==> config.mk <==
export PLATFORM = sky130hd
export DESIGN_NAME = commit_trace_buffer
export DESIGN_NICKNAME = d
export VERILOG_FILES = /design/src/rtl/commit_trace_buffer.sv
export SDC_FILE = /design/constraint.sdc
export NUM_CORES = 1
export LEC_CHECK = 0
export ABC_AREA = 1
export CORE_ASPECT_RATIO = 0.9
export CORE_MARGIN = 1
export CORE_UTILIZATION = 52
export CTS_CLUSTER_DIAMETER = 50
export DETAILED_ROUTE_END_ITERATION = 6
export GPL_ROUTABILITY_DRIVEN = 0
export HOLD_SLACK_MARGIN = 0.08
export PLACE_DENSITY = 0.71
export SLEW_MARGIN = 30
export SYNTH_ARGS = -nofsm -noshare
export SYNTH_HDL_FRONTEND = slang
export SYNTH_SLANG_ARGS = --single-unit
==> constraint.sdc <==
create_clock -name clk -period 5.1 [get_ports clk]
set_input_delay 1.02 -clock clk [delete_from_list [all_inputs] [get_ports clk]]
set_output_delay 1.02 -clock clk [all_outputs]
set_load 0.01 [all_outputs]
==> src/rtl/commit_trace_buffer.sv <==
// commit_trace_buffer
// Watches the CPU retire point. Each retired instruction is classified as
// REG / LOAD / STORE / OTHER / HALT and written as one 55-bit entry into a
// first-word-fall-through FIFO. The host drains the FIFO over rd_valid/rd_ready.
// Capture freezes on a halting instruction or when MAX_CYCLES running cycles
// have elapsed. Cycle, instruction and drop counters are kept alongside.
//
// Optional feature: define TRACE_FILTER_EN to keep OTHER (branch/NOP) entries
// out of the FIFO. They are still counted in inst_count and cycle_count.
//
// Read handshake: the head entry is offered whenever rd_valid=1 and rd_entry
// holds it steadily. It is consumed on a rising edge where rd_valid & rd_ready.
// rd_ready while empty has no effect. rd_entry reads zero while the FIFO is empty.
//
// state_dbg exposes the FSM state: 0=IDLE 1=RUN 2=HALTED 3=TIMEOUT.
module commit_trace_buffer #(
    parameter int DEPTH      = 16,
    parameter int MAX_CYCLES = 100000
) (
    input  logic        clk,
    input  logic        rst,
    input  logic        run,
    input  logic [15:0] pc,
    input  logic        reg_write,
    input  logic [3:0]  write_reg,
    input  logic [15:0] write_data,
    input  logic        mem_read,
    input  logic        mem_write,
    input  logic [15:0] mem_addr,
    input  logic [15:0] mem_data,
    input  logic        hlt,
    output logic        rd_valid,
    input  logic        rd_ready,
    output logic [54:0] rd_entry,
    output logic [31:0] cycle_count,
    output logic [31:0] inst_count,
    output logic [15:0] drop_count,
    output logic        overflow,
    output logic        timeout,
    output logic        done,
    output logic [1:0]  state_dbg
);

    localparam int AW = $clog2(DEPTH);
    localparam logic [AW:0]  PTR_ONE   = 1;
    localparam logic [31:0]  MAX_C     = 32'(MAX_CYCLES);
    localparam logic         LIMIT_ON  = (MAX_CYCLES != 0);

    localparam logic [2:0] T_REG   = 3'd0;
    localparam logic [2:0] T_LOAD  = 3'd1;
    localparam logic [2:0] T_STORE = 3'd2;
    localparam logic [2:0] T_OTHER = 3'd3;
    localparam logic [2:0] T_HALT  = 3'd4;

    typedef enum logic [1:0] {
        S_IDLE    = 2'd0,
        S_RUN     = 2'd1,
        S_HALTED  = 2'd2,
        S_TIMEOUT = 2'd3
    } state_t;

    state_t      state_q, state_d;
    logic [31:0] cycle_count_q, cycle_count_d;
    logic [31:0] inst_count_q, inst_count_d;
    logic [15:0] drop_count_q, drop_count_d;
    logic        overflow_q, overflow_d;
    logic        timeout_q, timeout_d;
    logic [AW:0] wr_ptr_q, wr_ptr_d;
    logic [AW:0] rd_ptr_q, rd_ptr_d;

    logic [54:0] mem_q [DEPTH];

    logic [2:0]  ev_type;
    logic [3:0]  ev_reg;
    logic [15:0] ev_data;
    logic [15:0] ev_addr;
    logic [54:0] ev_entry;
    logic        ev_keep;

    logic        fifo_empty;
    logic        fifo_full;
    logic        pop;
    logic        capture;
    logic        push_req;
    logic        push;
    logic        drop;
    logic [31:0] cycle_inc;
    logic        hit_limit;

    // Classify the retiring instruction and zero the fields its type does not use
    always_comb begin
        ev_type = T_OTHER;
        ev_reg  = 4'd0;
        ev_data = 16'd0;
        ev_addr = 16'd0;
        if (hlt) begin
            ev_type = T_HALT;
        end else if (reg_write && mem_read) begin
            ev_type = T_LOAD;
            ev_reg  = write_reg;
            ev_data = write_data;
            ev_addr = mem_addr;
        end else if (reg_write) begin
            ev_type = T_REG;
            ev_reg  = write_reg;
            ev_data = write_data;
        end else if (mem_write) begin
            ev_type = T_STORE;
            ev_data = mem_data;
            ev_addr = mem_addr;
        end
    end

    assign ev_entry = {ev_type, pc, ev_reg, ev_data, ev_addr};

`ifdef TRACE_FILTER_EN
    assign ev_keep = (ev_type != T_OTHER);
`else
    assign ev_keep = 1'b1;
`endif

    // Pointers carry one extra wrap bit so full and empty are distinguishable
    assign fifo_empty = (wr_ptr_q == rd_ptr_q);
    assign fifo_full  = (wr_ptr_q[AW] != rd_ptr_q[AW]) &&
                        (wr_ptr_q[AW-1:0] == rd_ptr_q[AW-1:0]);

    assign pop      = !fifo_empty && rd_ready;
    assign capture  = (state_q == S_RUN) && run;
    assign push_req = capture && ev_keep;
    // A pop in the same cycle frees the slot, so a full FIFO still accepts
    assign push     = push_req && (!fifo_full || pop);
    assign drop     = push_req && fifo_full && !pop;

    assign cycle_inc = cycle_count_q + 32'd1;
    assign hit_limit = LIMIT_ON && (cycle_inc == MAX_C);

    // Next-state logic for the FSM, counters, sticky flags and FIFO pointers
    always_comb begin
        state_d       = state_q;
        cycle_count_d = cycle_count_q;
        inst_count_d  = inst_count_q;
        drop_count_d  = drop_count_q;
        overflow_d    = overflow_q;
        timeout_d     = timeout_q;
        wr_ptr_d      = wr_ptr_q;
        rd_ptr_d      = rd_ptr_q;

        case (state_q)
            S_IDLE: begin
                // The cycle that first sees run high only arms capture
                if (run) begin
                    state_d = S_RUN;
                end
            end
            S_RUN: begin
                if (!run) begin
                    state_d = S_IDLE;
                end else begin
                    cycle_count_d = cycle_inc;
                    inst_count_d  = inst_count_q + 32'd1;
                    // Halt wins over a coincident limit hit, leaving timeout clear
                    if (hlt) begin
                        state_d = S_HALTED;
                    end else if (hit_limit) begin
                        state_d   = S_TIMEOUT;
                        timeout_d = 1'b1;
                    end
                end
            end
            default: begin
                state_d = state_q;
            end
        endcase

        if (drop) begin
            overflow_d = 1'b1;
            if (drop_count_q != 16'hFFFF) begin
                drop_count_d = drop_count_q + 16'd1;
            end
        end

        if (push) begin
            wr_ptr_d = wr_ptr_q + PTR_ONE;
        end
        if (pop) begin
            rd_ptr_d = rd_ptr_q + PTR_ONE;
        end
    end

    // Register all control state; asynchronous reset returns to IDLE and empty
    always_ff @(posedge clk or posedge rst) begin
        if (rst) begin
            state_q       <= S_IDLE;
            cycle_count_q <= 32'd0;
            inst_count_q  <= 32'd0;
            drop_count_q  <= 16'd0;
            overflow_q    <= 1'b0;
            timeout_q     <= 1'b0;
            wr_ptr_q      <= '0;
            rd_ptr_q      <= '0;
        end else begin
            state_q       <= state_d;
            cycle_count_q <= cycle_count_d;
            inst_count_q  <= inst_count_d;
            drop_count_q  <= drop_count_d;
            overflow_q    <= overflow_d;
            timeout_q     <= timeout_d;
            wr_ptr_q      <= wr_ptr_d;
            rd_ptr_q      <= rd_ptr_d;
        end
    end

    // Entry storage; contents are only observable through valid pointers
    always_ff @(posedge clk) begin
        if (push) begin
            mem_q[wr_ptr_q[AW-1:0]] <= ev_entry;
        end
    end

    assign rd_valid    = !fifo_empty;
    assign rd_entry    = fifo_empty ? 55'd0 : mem_q[rd_ptr_q[AW-1:0]];
    assign cycle_count = cycle_count_q;
    assign inst_count  = inst_count_q;
    assign drop_count  = drop_count_q;
    assign overflow    = overflow_q;
    assign timeout     = timeout_q;
    assign done        = ((state_q == S_HALTED) || (state_q == S_TIMEOUT)) && fifo_empty;
    assign state_dbg   = state_q;

endmodule
# Word-level counts from Yosys, hierarchy flattened
# Memory sizes are Yosys's and may differ from the RTL's.
# Index checks and enable logic that the tools add are counted.
dict set report totals {
  register_bits 94
  ramBits 880
  in_bits 76
  output_inout_bits 141
  wordCells 67
  mem_count 1
}
dict set report op_classes {
  addsub 5
  n_eq_ne 10
  muxes 23
  n_bitwise 1
  n_reduce_logical 19
}
# memory words word_bits read_ports rd_ports_with_merged_regs wr line
set mem_list {}
lappend mem_list {mem_q 16 55 1 0 1 71} ;# logic [54:0] mem_q [DEPTH];
# operator count
set op_table {}
lappend op_table {{two-way mux 16 bit} 8}
lappend op_table {{adder 32 x 1 -> 32 bit, second input constant} 2}
lappend op_table {{two-way mux 55 bit} 1}
lappend op_table {{equality test 32 x 17 -> 1 bit, second input constant} 1}
lappend op_table {{adder 16 x 1 -> 16 bit, second input constant} 1}
lappend op_table {{inequality test 16 bit, second input constant} 1}
lappend op_table {{two-way mux 2 bit} 6}
lappend op_table {{two-way mux 4 bit} 3}
lappend op_table {{adder 5 x 1 -> 5 bit, second input constant} 2}
lappend op_table {{logical AND 1 bit} 8}
lappend op_table {{equality test 5 bit} 1}
lappend op_table {{equality test 2 bit, second input constant} 2}
lappend op_table {{equality test 4 bit} 1}
lappend op_table {{inequality test 4 bit, second input constant} 1}
lappend op_table {{case mux 2 bit (2 select lines)} 1}
lappend op_table {{AND reduction 2 bit} 2}
lappend op_table {{AND reduction 4 bit} 1}
lappend op_table {{logical NOT 1 bit} 3}
lappend op_table {{two-way mux 1 bit} 3}
lappend op_table {{two-way mux 3 bit} 1}
lappend op_table {{AND reduction 3 bit} 1}
lappend op_table {{equality test 2 x 1 -> 1 bit, second input constant} 1}
lappend op_table {{logical NOT 2 bit} 1}
lappend op_table {{logical OR 1 bit} 2}
lappend op_table {{other kinds (4)} 4}

# Longest topological paths before layout
dict set report depth {
  depth_word 7
  mapped_depth 15
  depth_no_buf 15
}

# Worst setup path before layout
# No wires, ideal clock.
dict set report synth_timing {
  kind {input to register}
  startpoint {input port run}
  endpoint {memory mem_q[11][0] (enable)}
  t_arrival_ns 3.908
  setup_slack_ns 0.724
  cell_stages 6
  path_cell_list {inv_1 -> nor2_4 -> nand2_1 -> nor2_1 -> inv_1 -> nor2_1}
}
dict set report synth_between {
  elab_chain_cells 4
}
# element line
set synth_lines {}
lappend synth_lines {{start, declared} 22} ;# input logic run,
lappend synth_lines {{logical AND 1 bit} 128} ;# assign capture = (state_q == S_RUN) && run;
lappend synth_lines {{logical AND 1 bit} 131} ;# assign push = push_req && (!fifo_full || pop);
lappend synth_lines {{two-way mux 1 bit} 215} ;# if (push) begin
lappend synth_lines {{two-way mux 1 bit (not written as such)} 216} ;# mem_q[wr_ptr_q[AW-1:0]] <= ev_entry;
lappend synth_lines {{end, declared} 71}
# Every way passes these cells.

# Worst setup path after layout
dict set report layout_timing {
  startpoint {register rd_ptr_q[2]}
  endpoint {output port rd_entry[43]}
}
dict set report layout_between {
  elab_chain_cells 2
  elab_cells_between_ends 3
}
# element line
set layout_lines {}
lappend layout_lines {{start, declared} 69} ;# logic [AW:0] rd_ptr_q, rd_ptr_d;
lappend layout_lines {{start signal, assigned} 209} ;# rd_ptr_q <= rd_ptr_d;
lappend layout_lines {{memory read (16 x 55 bit) or equality test 5 bit (tied branches)} -}
lappend layout_lines {{two-way mux 55 bit (*)} 221} ;# assign rd_entry = fifo_empty ? 55'd0 : mem_q[rd_ptr_q[AW-1:0]];
lappend layout_lines {{end, declared} 34} ;# output logic [54:0] rd_entry,
# Every way passes the cells marked *; elsewhere a longest branch is shown, timed or not.

==> results by stage <==
Global route:
- Across every metal layer, demand over resource in global routing totals 0.265.
- The aggregate global routing overflow is 0.
- The initial antenna violation count is 3.
- Entering global routing, the biggest net connects 279 pins.
- The first-pass GRT wire length is 156 mm.
- The via count of the first global-routing pass came to 26400.

Synthesis:
- The share of synthesized area in the top cell type comes to 0.665.
- In this run, synthesis inferred 880 flip-flops with an integrated enable.
- The flop and latch count out of synthesis is 974.
- The number of warnings reported in the yosys synthesis log is 0.
- The main flop type after synthesis is edfxtp_1.
- The gate count after technology mapping is 3133.
- Ranked by total cell area, the synthesized netlist is headed by edfxtp_1 (66%), o21ai_0 (6.0%), dfrtp_1 (5.9%).
- The number of different library cells used by synthesis comes to 43.
- The share of async-settable or async-resettable flops after synthesis is 0.0965.
- The share of the Yosys chip area taken by registers is 0.724.
- When the netlist entered floorplanning its net count stood at 3218.
- The mean instance size in the synthesized netlist is 12.7 sq um.
- The cell type with the highest aggregate area in the netlist is edfxtp_1.
- The area of the mapped netlist is 39700 sq um.

STA:
- Setup repair after global routing left no endpoint under its margin.
- Of the available clock period, the critical path in the final layout requires 0.947.
- The peak clock frequency supported by timing is 0.207 GHz.
- The number of endpoints with negative hold slack in the final report is 0.
- The setup TNS is 0 ps.
- Across the routed clock network, the largest skew measured is 49.8 ps.
- The routed design could run at a clock period as short as 4830 ps.
- The worst hold slack is 458 ps.
- Setup violations remaining at the end of the flow were counted as 0.
- The final count of pins violating max slew is 0.
- The worst pin sits at a relative slew slack of 0.335.
- The post-route worst setup slack is 268 ps.
- The transition time at the pin with the least slew margin is 994 ps.

Placement:
- The count of input and output buffers is 216.
- Before CTS, the worst setup slack after placement is 987 ps.
- The area after detailed placement is 43300 sq um.
- After legalization and detailed placement, the total HPWL measured 53.7 mm.

Route:
- In this run, the number of DRC markers left after iteration 0 of detailed routing was 3083.
- The via count is 27000.
- The pre-antenna-repair detailed-routing pass consisted of 6 iterations.
- In the routed design, unresolved DRC markers number 0.
- The final layout contains routed wiring with a total length of 103 mm.
- The per-cell routed wire length is 23.2 microns.
- The average via count per standard cell is 6.12.
- In this run the remaining antenna-violating nets after routing total 0.

Power and ir drop:
- The power share of the sequential group is 0.384.
- The power per cell area is 492 nW/um^2.
- The combinational fraction of design power is 0.305.
- The static power due to leakage is 0.0147 uW.
- The net switching power is 7710 uW.
- The maximum ir drop on the vdd rail is 681 uV.
- The net switching share of the total power is 0.337.
- The internal power of the cells totals 15200 uW.
- Of the total power, the clock network draws 0.311.

Die:
- The placeable core region is 75100 sq um.
- The row count is 95.
- The die footprint is 77500 sq um.
- 217 I/O pins were placed.
- From left edge to right edge, the die measures 293 microns.
- The starting utilization of the core area is 0.529.
- From bottom edge to top edge, the die measures 264 microns.

CTS:
- The number of levels the H-tree was split into is 3.
- The hold-fix buffer count after cts is 0.
- Buffers inserted during clock tree synthesis total 100.
- The clock drives 974 sinks.
- The number of gates resized after CTS was 0.
- The clock tree from TritonCTS is yes.
- The clock passes through at most 3 buffers.
- The master cell of the clock root buffer is clkbuf_16.
- In this run the post-CTS setup repair buffer count came out at 0.
- The clock transition at the registers of the reported paths is 60 ps.
- Clock latency on the worst-skew pair, taken at its later pin, is 680 ps.

Critical path:
- The worst setup path is launched from a flip-flop.
- The critical path in this run is classified as flip-flop to output port.
- The kind of end point of the critical path is an output port.
- For the worst setup path, the data required time is 4080 ps.
- Of all nets on the critical path, the largest fanout is 157.
- The critical path goes through buf_12 > inv_2 > buf_4 > buf_4 > o221ai_1 > nand3_1 > a21oi_1 > clkdlybuf4s50_1.
- On the worst path, the slowest cell contributes a delay of 630 ps.
- Data arrives at the worst endpoint at 3810 ps.
- The worst-path cell with the longest stage delay is buf_12.
- The critical path's most frequent cell is buf_4.

Job:
- Max-cap violations in this run came to 0.

Cells and area:
- Compared with the post-synthesis result, the final layout area differs by 17.2%.
- With fillers left out, the area of the finished cells amounts to 46600 sq um.
- Of the cells placed in the final design, the portion with a size suffix greater than 1 is 0.0882.
- Counting the fill cells in the layout gives 5621.
- The number of nets in the final layout is 3406.

Status:
- The run finished with clean final reports.

Hold path:
- In this run the worst hold path is classified as flip-flop to flip-flop.
[flip-flops by register name, summed over array words and instances (netlist names)]
register / flops
inst_count: 32
timeout: 1
wr_ptr_q: 5
mem_q: 880
cycle_count: 32
overflow: 1
state_dbg: 2
rd_ptr_q: 5
drop_count: 16
[cells in the final DEF (no fill, tap or decap), types with 71 or more instances in the layout]
master,instances
clkdlybuf4s50_1,215
nand2_1,233
inv_1,71
edfxtp_1,880
nor2_1,529
clkbuf_16,102
nand3_1,83
o21ai_0,477
o221ai_1,155
dfrtp_1,90
[cells by family after synthesis]
group | share of synthesized area
buffers and inverters | 0.0297
adders and majority gates | 0.00283
DFF | 0.724
AOI/OAI and AO/OA | 0.128
xor gates and xnor gates | 0.0152
and+or+nand+nor | 0.0999
[cell type report]
cell class | count | area (sq um) | share of cell area
Clock buffer | 118 | 2640 | 0.0567
Timing Repair Buffer | 293 | 3030 | 0.0650
Clock inverter | 63 | 578 | 0.0124
Multi-Input combinational cell | 1869 | 9930 | 0.213
Inverter | 83 | 329 | 0.00707
Antenna cell | 1 | 2.50 | 0.0000537
Tap cell | 1018 | 1270 | 0.0274
Sequential cell | 974 | 28800 | 0.618
[power groups by stage]
stage | clock network, uW | logic [uW] | registers, uW
finish | 7120 | 6980 | 8800
global placement | 0 | 6680 | 8960
detailed placement | 0 | 6840 | 8970
CTS | 7200 | 6910 | 8800
global route | 7510 | 7530 | 8800
floorplan | 0 | 4090 | 8930
[path summary, 6_finish.rpt]
check                                 start       endpoint  slack [ps]  depth (start not counted)
worst max-delay path            rd_ptr_q[2]   rd_entry[43]         270                          8
worst min-delay path                timeout        timeout         460                          2
worst max register to register  rd_ptr_q[0]  mem_q[15][14]        1910                         11
worst min register to register      timeout        timeout         460                          2
max in group asynchronous               rst  inst_count[7]        3160                          3
min in group asynchronous               rst    rd_ptr_q[4]         810                          2
[Yosys cell counts (2+ instances only)]
cell / number
edfxtp_1: 880
nor2_1: 554
o21ai_0: 477
nand2_1: 233
clkbuf_1: 162
o221ai_1: 155
dfrtp_1: 94
nand3_1: 83
inv_1: 76
o211ai_1: 65
o22ai_1: 65
a21oi_1: 60
xor2_1: 43
buf_2: 32
xnor2_1: 24
a22oi_1: 16
nor3b_1: 16
nand4_1: 13
nor3_1: 10
ha_1: 9
nor2_4: 9
nand2_2: 8
buf_1: 7
inv_2: 6
nor4_1: 5
buf_6: 4
nand3b_1: 4
nand2_4: 3
nor2_2: 3
o21ai_2: 3
nand3_2: 2
[through the flow]
stage	utilization	power (uW)	cells
final	0.620	22900	4419
after detailed placement	0.576	15800	4236
after global routing	0.620	23800	4419
after global placement	0.576	15600	4235
after CTS	0.619	22900	4417
after floorplan	-	13000	3133
[per-layer routing]
metal	part of all wire	track usage	vias up
met3	0.10	0.0528	225
met4	0.030	0.0933	4
li1	-	-	12000
met5	0.00018	0	-
met1	0.40	0.365	13300
met2	0.47	0.421	1538
[worst max-delay path, delay by kind of cell, from the launching register on]
family / cells / cell delay, ps
AND/OR/NAND/NOR: 1 / 100
buffers and inverters: 5 / 2260
AO/OA/AOI/OAI: 2 / 280
flip-flops: 1 / 440
Note: power is estimated with default switching activity, not from simulation.
